**src/rtl/stopwatch_bcd_counter.sv**
```systemverilog
// Multi-digit BCD stopwatch counting synchronised rising edges of the divider's slow square wave.
// Start/stop toggles run/pause; clear zeroes the count and returns to idle.
module stopwatch_bcd_counter #(
  parameter int unsigned DIGITS = 4
) (
  input  logic                  clock_in,
  input  logic                  reset,
  input  logic                  slow_clock,
  input  logic                  start_stop,
  input  logic                  clear,
  output logic [4*DIGITS-1:0]   digits,
  output logic                  running,
  output logic                  tick,
  output logic                  wrap
);

  typedef enum logic [1:0] {
    StIdle  = 2'd0,
    StRun   = 2'd1,
    StPause = 2'd2
  } state_e;

  state_e              state_q, state_d;
  logic                s1_q, s2_q, s3_q;
  logic                tick_q, tick_d;
  logic                wrap_q, wrap_d;
  logic [4*DIGITS-1:0] digits_q, digits_d;
  logic [4*DIGITS-1:0] digits_inc;
  logic                all_nines;
  logic                count_en;

  // slow_clock is data, not a clock: two-flop synchroniser plus one history flop for edge detect
  always_ff @(posedge clock_in or posedge reset) begin
    if (reset) begin
      s1_q <= 1'b0;
      s2_q <= 1'b0;
      s3_q <= 1'b0;
    end else begin
      s1_q <= slow_clock;
      s2_q <= s1_q;
      s3_q <= s2_q;
    end
  end

  assign tick_d = s2_q & ~s3_q;

  // Ripple BCD increment: each digit steps only when every lower digit is 9
  always_comb begin
    logic       carry;
    logic [3:0] nib;
    digits_inc = '0;
    carry      = 1'b1;
    for (int i = 0; i < int'(DIGITS); i++) begin
      nib = digits_q[4*i +: 4];
      if (carry) begin
        if (nib == 4'd9) begin
          nib = 4'd0;
        end else begin
          nib   = nib + 4'd1;
          carry = 1'b0;
        end
      end
      digits_inc[4*i +: 4] = nib;
    end
    all_nines = carry;
  end

  // Count decision uses the pre-transition state; clear always wins
  assign count_en = tick_q && (state_q == StRun) && !clear;

  always_comb begin
    state_d  = state_q;
    digits_d = digits_q;
    wrap_d   = 1'b0;
    if (clear) begin
      state_d  = StIdle;
      digits_d = '0;
    end else begin
      if (count_en) begin
        digits_d = digits_inc;
        wrap_d   = all_nines;
      end
      if (start_stop) begin
        unique case (state_q)
          StIdle:  state_d = StRun;
          StRun:   state_d = StPause;
          StPause: state_d = StRun;
          default: state_d = StIdle;
        endcase
      end
    end
  end

  always_ff @(posedge clock_in or posedge reset) begin
    if (reset) begin
      state_q  <= StIdle;
      digits_q <= '0;
      tick_q   <= 1'b0;
      wrap_q   <= 1'b0;
    end else begin
      state_q  <= state_d;
      digits_q <= digits_d;
      tick_q   <= tick_d;
      wrap_q   <= wrap_d;
    end
  end

  assign digits  = digits_q;
  assign running = (state_q == StRun);
  assign tick    = tick_q;
  assign wrap    = wrap_q;

endmodule

```
**config.mk**
```make
export PLATFORM = sky130hd
export DESIGN_NAME = stopwatch_bcd_counter
export DESIGN_NICKNAME = d
export VERILOG_FILES = /design/src/rtl/stopwatch_bcd_counter.sv
export SDC_FILE = /design/constraint.sdc
export NUM_CORES = 1
export LEC_CHECK = 0
export ABC_AREA = 0
export CORE_MARGIN = 4
export CORE_UTILIZATION = 50
export CTS_CLUSTER_SIZE = 10
export DETAILED_ROUTE_END_ITERATION = 8
export PLACE_DENSITY = 0.78
export SLEW_MARGIN = 15
export SYNTH_ARGS = -nofsm -noshare
export SYNTH_HDL_FRONTEND = slang
export SYNTH_SLANG_ARGS = --single-unit
```
**constraint.sdc**
```tcl
create_clock -name clock_in -period 2 [get_ports clock_in]
set_clock_uncertainty 0.05 [all_clocks]
set_input_delay 0.4 -clock clock_in [delete_from_list [all_inputs] [get_ports clock_in]]
set_output_delay 0.4 -clock clock_in [all_outputs]
set_load 0.1 [all_outputs]
```
==> results.json, run 1 <==
{
  "status": "complete, no violations",
  "synth_top_cells_by_count": "dfrtp_1, nor2_1, ha_1",
  "rr_worst_depth": 6,
  "ios": 24,
  "gr-usage-all-layers_pct": 15.9,
  "grt_start_max_net_pins": 24,
  "worstMarginPinSlew_ns": 0.292,
  "grt_pass1_wl_mm": 4.24,
  "antenna_found_initial": 0,
  "worstSetupPathType": "register to register",
  "floorplan.initialDensity_pct": 53.8,
  "cp_slowest_stage_delay_ns": 0.47,
  "final_max_slew_viol_count": 0,
  "cp_max_fo": 7,
  "rsz0062_at_grt": "no",
  "cp_top_family": "simple AND/OR/NAND/NOR gates",
  "detail-route-antenna-nets": 0,
  "drtIter0Drc": 24,
  "syn-instance-count": 119,
  "crit_cells": 6,
  "synth_top_area_cell": "dfrtp_1",
  "cts_tree": "yes",
  "gp_congestion": 0.800,
  "relSlewSlack_pct": 80.5,
  "synth_enable_flop_cells": 0,
  "power.density_nw_per_um2": 465,
  "synth_area_leaders": "dfrtp_1, ha_1, nor2_1, mux2i_1, and3b_1",
  "numPortBuffers": 23,
  "drive_above_1_share_pct": 29.9,
  "fin_nets": 158,
  "drv_cap": 0,
  "antenna_cells": 0,
  "fin_crit_sh_pct": 93.0,
  "grt_pass1_vias": 950,
  "syn_area_per_cell_um2": 10.3,
  "path_clk_slew_ns": 0.12,
  "wirelength_mm": 2.48,
  "postCtsHoldBufs": 0,
  "cp-start-kind": "register",
  "via_per_inst": 5.66,
  "holdWs_ns": 0.317,
  "max_freq_ghz": 0.537,
  "cts_buffer_depth": 2,
  "end_kind": "register",
  "n_fill_cell": 149,
  "clock_sinks": 23,
  "crit_path_top_delay_cell": "dfrtp_2",
  "synthMostInstantiatedCell": "dfrtp_1",
  "ys_seq_area_share_pct": 47.0,
  "synth_flop_cell": "dfrtp_1",
  "final_util_pct": 74.9,
  "cts_buffers": 3,
  "hp-class": "register to register",
  "post-cts-setup-buffers": 0,
  "ys_async_sr_fraction_pct": 100,
  "first_pass_iters": 4,
  "drc_errors": 0,
  "ys_ff_latch": 23,
  "num_vias": 973,
  "synth_top_area_share_pct": 47.0,
  "r2r_end": "digits[13]$_DFFE_PP0P_",
  "rrSetupSlack_ns": 0.14,
  "coreArea_um2": 2280,
  "cp.required_ns": 2.16,
  "crit_buf_inv": 1,
  "min_from": "s1_q$_DFF_PP0_",
  "dieArea_um2": 3310,
  "synth_nets": 132,
  "peakVddDrop_mv": 0.567,
  "post_cts_resized": 0,
  "rows": 17,
  "ys_types": 35,
  "die_y_um": 57.5,
  "cts-htree-levels": 1,
  "yosysWarnings": 0,
  "worstPathCellList": "inv_1, ha_1, and3b_1, and4_1, mux2i_1, nor2_1",
  "worst-endpoint-arrival_ns": 2.02,
  "clk_latency_ns": 0.30,
  "critPathLaunch": "digits[1]$_DFFE_PP0P_",
  "fp.dieW_um": 57.5,
  "setup_tns_ns": 0,
  "hpwl_mm": 1.91,
  "reg2reg_from": "digits[1]$_DFFE_PP0P_",
  "synthesis.area_um2": 1220,
  "area_growth_pct": 39.2,
  "endpoint": "digits[13]$_DFFE_PP0P_",
  "drt-wirelength-per-cell_um": 14.4,
  "hold_violations": 0,
  "overflow": 0,
  "holdPathStages": 0,
  "setup_viol": 0,
  "root_buffer": "clkbuf_4",
  "min_period_ns": 1.86,
  "leakage_nw": 0.792
}
==> cell type report <==
cell class,instances,area (µm²),share of cell area [%]
Multi-Input combinational cell,85,602,35.3
Sequential cell,23,588,34.5
Timing Repair Buffer,26,430,25.2
Tap cell,28,35.0,2.05
Clock buffer,3,22.5,1.32
Inverter,6,22.5,1.32
Clock inverter,1,5.00,0.293
==> per-stage QoR <==
stage | cell area (µm²) | setup slack [ns] | power, mW | instances
after global placement | 1680 | 0.265 | 0.590 | 168
after floorplan | 1240 | 0.0201 | 0.551 | 119
after CTS | 1710 | 0.146 | 0.808 | 172
final | 1710 | 0.139 | 0.792 | 172
after global routing | 1710 | 0.0320 | 0.833 | 172
after detailed placement | 1680 | 0.174 | 0.592 | 168
==> cell usage in the layout, fill, tap and decap left out, types with 2 or more instances in the layout <==
cell / synthesis / final
nand2_1: 5 / 5
clkdlybuf4s50_1: 0 / 4
a21oi_1: 5 / 5
dfrtp_1: 23 / 13
dfrtp_2: 0 / 10
ha_1: 8 / 8
buf_4: 2 / 4
a21oi_2: 2 / 2
and3_1: 2 / 2
nor2_1: 21 / 21
clkbuf_4: 0 / 3
and3b_1: 4 / 4
inv_1: 6 / 6
nor4_1: 2 / 2
nand3b_1: 2 / 2
nand3_1: 5 / 5
nor3_1: 3 / 3
buf_12: 0 / 18
mux2i_1: 7 / 7
a211oi_1: 2 / 2
==> routing by layer <==
layer | part of all wire (%) | routed length [µm] | vias up | GRT usage, %
li1 | - | - | 465 | -
met1 | 43 | 1070 | 481 | 19.5
met2 | 52 | 1300 | 25 | 28.7
met3 | 4.0 | 98 | 2 | 2.94
met4 | 0.53 | 13 | 0 | 3.64
met5 | 0 | 0 | - | 0
==> worst min path at each step <==
stage | to | slack (ns)
2_1_floorplan | s2_q$_DFF_PP0_ | 0.28
4_1_cts | s2_q$_DFF_PP0_ | 0.32
5_1_grt | s2_q$_DFF_PP0_ | 0.34
3_5_place_dp | s2_q$_DFF_PP0_ | 0.29
3_3_place_gp | s2_q$_DFF_PP0_ | 0.29
6_report | s2_q$_DFF_PP0_ | 0.32
==> worst reg2reg max path, cell delays in order, from the launching register on <==
cell	delay, ns
dfrtp_2	0.47
inv_1	0.07
ha_1	0.15
and3b_1	0.30
and4_1	0.41
mux2i_1	0.25
nor2_1	0.06
==> cell families after synthesis <==
kind of cell    synth area share, %
compound gates                 8.78
xor+xnor                      0.715
fa+ha+maj                      8.17
buf+inv                        4.08
flops                          47.0
mux                            5.72
simple gates                   25.5
==> power by group <==
part | internal (mW) | switching [mW]
Clock | 0.0745 | 0.136
Sequential | 0.473 | 0.00983
Combinational | 0.0373 | 0.0613
==> flip-flops by register name, indices dropped and copies added, names as in the netlist <==
| register | count |
|---|---|
| state_q | 2 |
| s1_q | 1 |
| s2_q | 1 |
| tick | 1 |
| digits | 16 |
| s3_q | 1 |
| wrap | 1 |
Note: power is estimated with default switching activity, not from simulation.
==> run 2, diff against run 1 <==
Settings changed: CORE_MARGIN 4 to 1.5.
==> run 2 against run 1 <==
Effect of this change:
- die area shrank 17%
- wire length shrank 1.7%
- flip-flop and latch count is the same
- sequential power is essentially flat
- utilization grew 0.98 points
- critical path type unchanged
==> results.json, run 2 (same netlist as run 1, synthesis figures left out) <==
{
  "clock_sinks": 23,
  "endpoint": "digits[15]$_DFFE_PP0P_",
  "root_buffer": "clkbuf_4",
  "rr_worst_depth": 6,
  "relSlewSlack_pct": 80.7,
  "p_comb_share_pct": 12.4,
  "place_worst_setup_slack_ns": 0.163,
  "setup_slack_ns": 0.143,
  "crit_buf_inv": 1,
  "pwr-share-seq_pct": 60.7,
  "end_kind": "register",
  "drive_above_1_share_pct": 29.7,
  "rsz0062_at_grt": "no",
  "coreArea_um2": 2250,
  "power.internal_uw": 589,
  "detail-route-antenna-nets": 0,
  "fin_crit_sh_pct": 92.8,
  "rrSetupSlack_ns": 0.14,
  "worstMarginPinSlew_ns": 0.289,
  "final_max_slew_viol_count": 0,
  "r2r_end": "digits[15]$_DFFE_PP0P_",
  "rows": 17,
  "min_period_ns": 1.86,
  "wirelength_mm": 2.43,
  "worst-endpoint-arrival_ns": 2.02,
  "peakVddDrop_mv": 0.525,
  "die_y_um": 52.5,
  "drc_errors": 0,
  "n_fill_cell": 155,
  "hp-class": "register to register",
  "drt-wirelength-per-cell_um": 14.1,
  "cts_buffer_depth": 2,
  "antenna_cells": 0,
  "layout_commonest_cell": "nor2_1",
  "fin_nets": 159,
  "area_growth_pct": 39.7,
  "setup_viol": 0,
  "largest_reg_flops": 16,
  "antenna_found_initial": 0,
  "leakage_nw": 0.794,
  "grt_start_max_net_pins": 24,
  "post_cts_resized": 0,
  "path_clk_slew_ns": 0.12,
  "drv_cap": 0,
  "setup_tns_ns": 0,
  "max_freq_ghz": 0.539,
  "p_clk_share_pct": 26.9,
  "cp.required_ns": 2.16,
  "cts-htree-levels": 1,
  "num_vias": 968,
  "worstSetupPathType": "register to register",
  "postCtsHoldBufs": 0,
  "power.density_nw_per_um2": 464,
  "cts_tree": "yes",
  "grt_pass1_wl_mm": 4.24,
  "critPathLaunch": "digits[1]$_DFFE_PP0P_",
  "dieArea_um2": 2760,
  "cts_buffers": 3,
  "gr-usage-all-layers_pct": 21.2,
  "hpwl_mm": 1.93,
  "final_cell_mix": "nor2_1, buf_12, dfrtp_1",
  "crit_cells": 6,
  "ios": 24,
  "fp.dieW_um": 52.5,
  "gp_congestion": 0.766,
  "cp_slowest_stage_delay_ns": 0.47,
  "floorplan.initialDensity_pct": 54.3,
  "clk_latency_ns": 0.31,
  "status": "complete, no violations",
  "first_pass_iters": 4,
  "hold_violations": 0,
  "p_sw_share_pct": 25.9,
  "post-cts-setup-buffers": 0,
  "total_power_uw": 794,
  "via_per_inst": 5.60,
  "cp_top_family": "simple AND/OR/NAND/NOR gates",
  "reg2reg_from": "digits[1]$_DFFE_PP0P_",
  "worstPathCellList": "inv_1, ha_1, and3b_1, and4_1, o211ai_1, o211a_1",
  "grt_pass1_vias": 953,
  "numPortBuffers": 23,
  "p_switching_uw": 206,
  "drtIter0Drc": 11,
  "crit_path_top_delay_cell": "dfrtp_2",
  "cp-start-kind": "register",
  "overflow": 0,
  "cp_max_fo": 7
}
[run 2: cell count changes in the layout (fill, tap and decap cells not counted)]
cell / before / now
buf_4: 4 / 5
clkinv_2: 1 / 0
clkbuf_1: 0 / 1
[run 2: power groups by stage]
stage / Clock, mW / Sequential, mW / Combinational, mW
after floorplan: 0 / 0.504 / 0.0469
after global placement: 0 / 0.492 / 0.0981
after detailed placement: 0 / 0.492 / 0.0997
after CTS: 0.227 / 0.483 / 0.0998
after global routing: 0.244 / 0.484 / 0.106
final: 0.214 / 0.482 / 0.0982
[run 2: metrics by stage]
| stage | hold slack (ns) | cells | cell area, µm² | utilization [%] |
|---|---|---|---|---|
| floorplan | 0.281 | 119 | 1240 | - |
| global placement | 0.298 | 169 | 1690 | 74.8 |
| detailed placement | 0.290 | 169 | 1690 | 74.8 |
| CTS | 0.321 | 173 | 1710 | 75.9 |
| global route | 0.335 | 173 | 1710 | 75.9 |
| finish | 0.316 | 173 | 1710 | 75.9 |
[run 2: cell type report]
class / instances / area [µm²] / area share (%)
clock buffer: 4 / 26.3 / 1.54
inverter: 6 / 22.5 / 1.32
timing repair buffer: 27 / 438 / 25.6
tap: 28 / 35.0 / 2.05
sequential: 23 / 588 / 34.4
multi-input combinational: 85 / 602 / 35.2
[run 2: worst reg2reg max path: stages, from the launching register on]
cell	delay (ns)
dfrtp_2	0.47
inv_1	0.07
ha_1	0.16
and3b_1	0.31
and4_1	0.41
o211ai_1	0.14
o211a_1	0.15
[run 2: worst min-delay path by stage]
| stage | start | end | depth (start not counted) |
|---|---|---|---|
| final | s1_q$_DFF_PP0_ | s2_q$_DFF_PP0_ | 0 |
| after global routing | s1_q$_DFF_PP0_ | s2_q$_DFF_PP0_ | 0 |
| after CTS | s1_q$_DFF_PP0_ | s2_q$_DFF_PP0_ | 0 |
| after detailed placement | s1_q$_DFF_PP0_ | s2_q$_DFF_PP0_ | 0 |
| after global placement | s1_q$_DFF_PP0_ | s2_q$_DFF_PP0_ | 0 |
| after floorplan | s1_q$_DFF_PP0_ | s2_q$_DFF_PP0_ | 0 |
[run 2: per-layer routing]
metal / global-route usage, % / part of all wire, % / vias up / wire, µm
li1: - / - / 467 / -
met1: 25.4 / 43 / 473 / 1040
met2: 36.9 / 52 / 23 / 1270
met3: 4.57 / 3.5 / 5 / 84
met4: 7.69 / 1.5 / 0 / 36
met5: 0 / 0 / - / 0
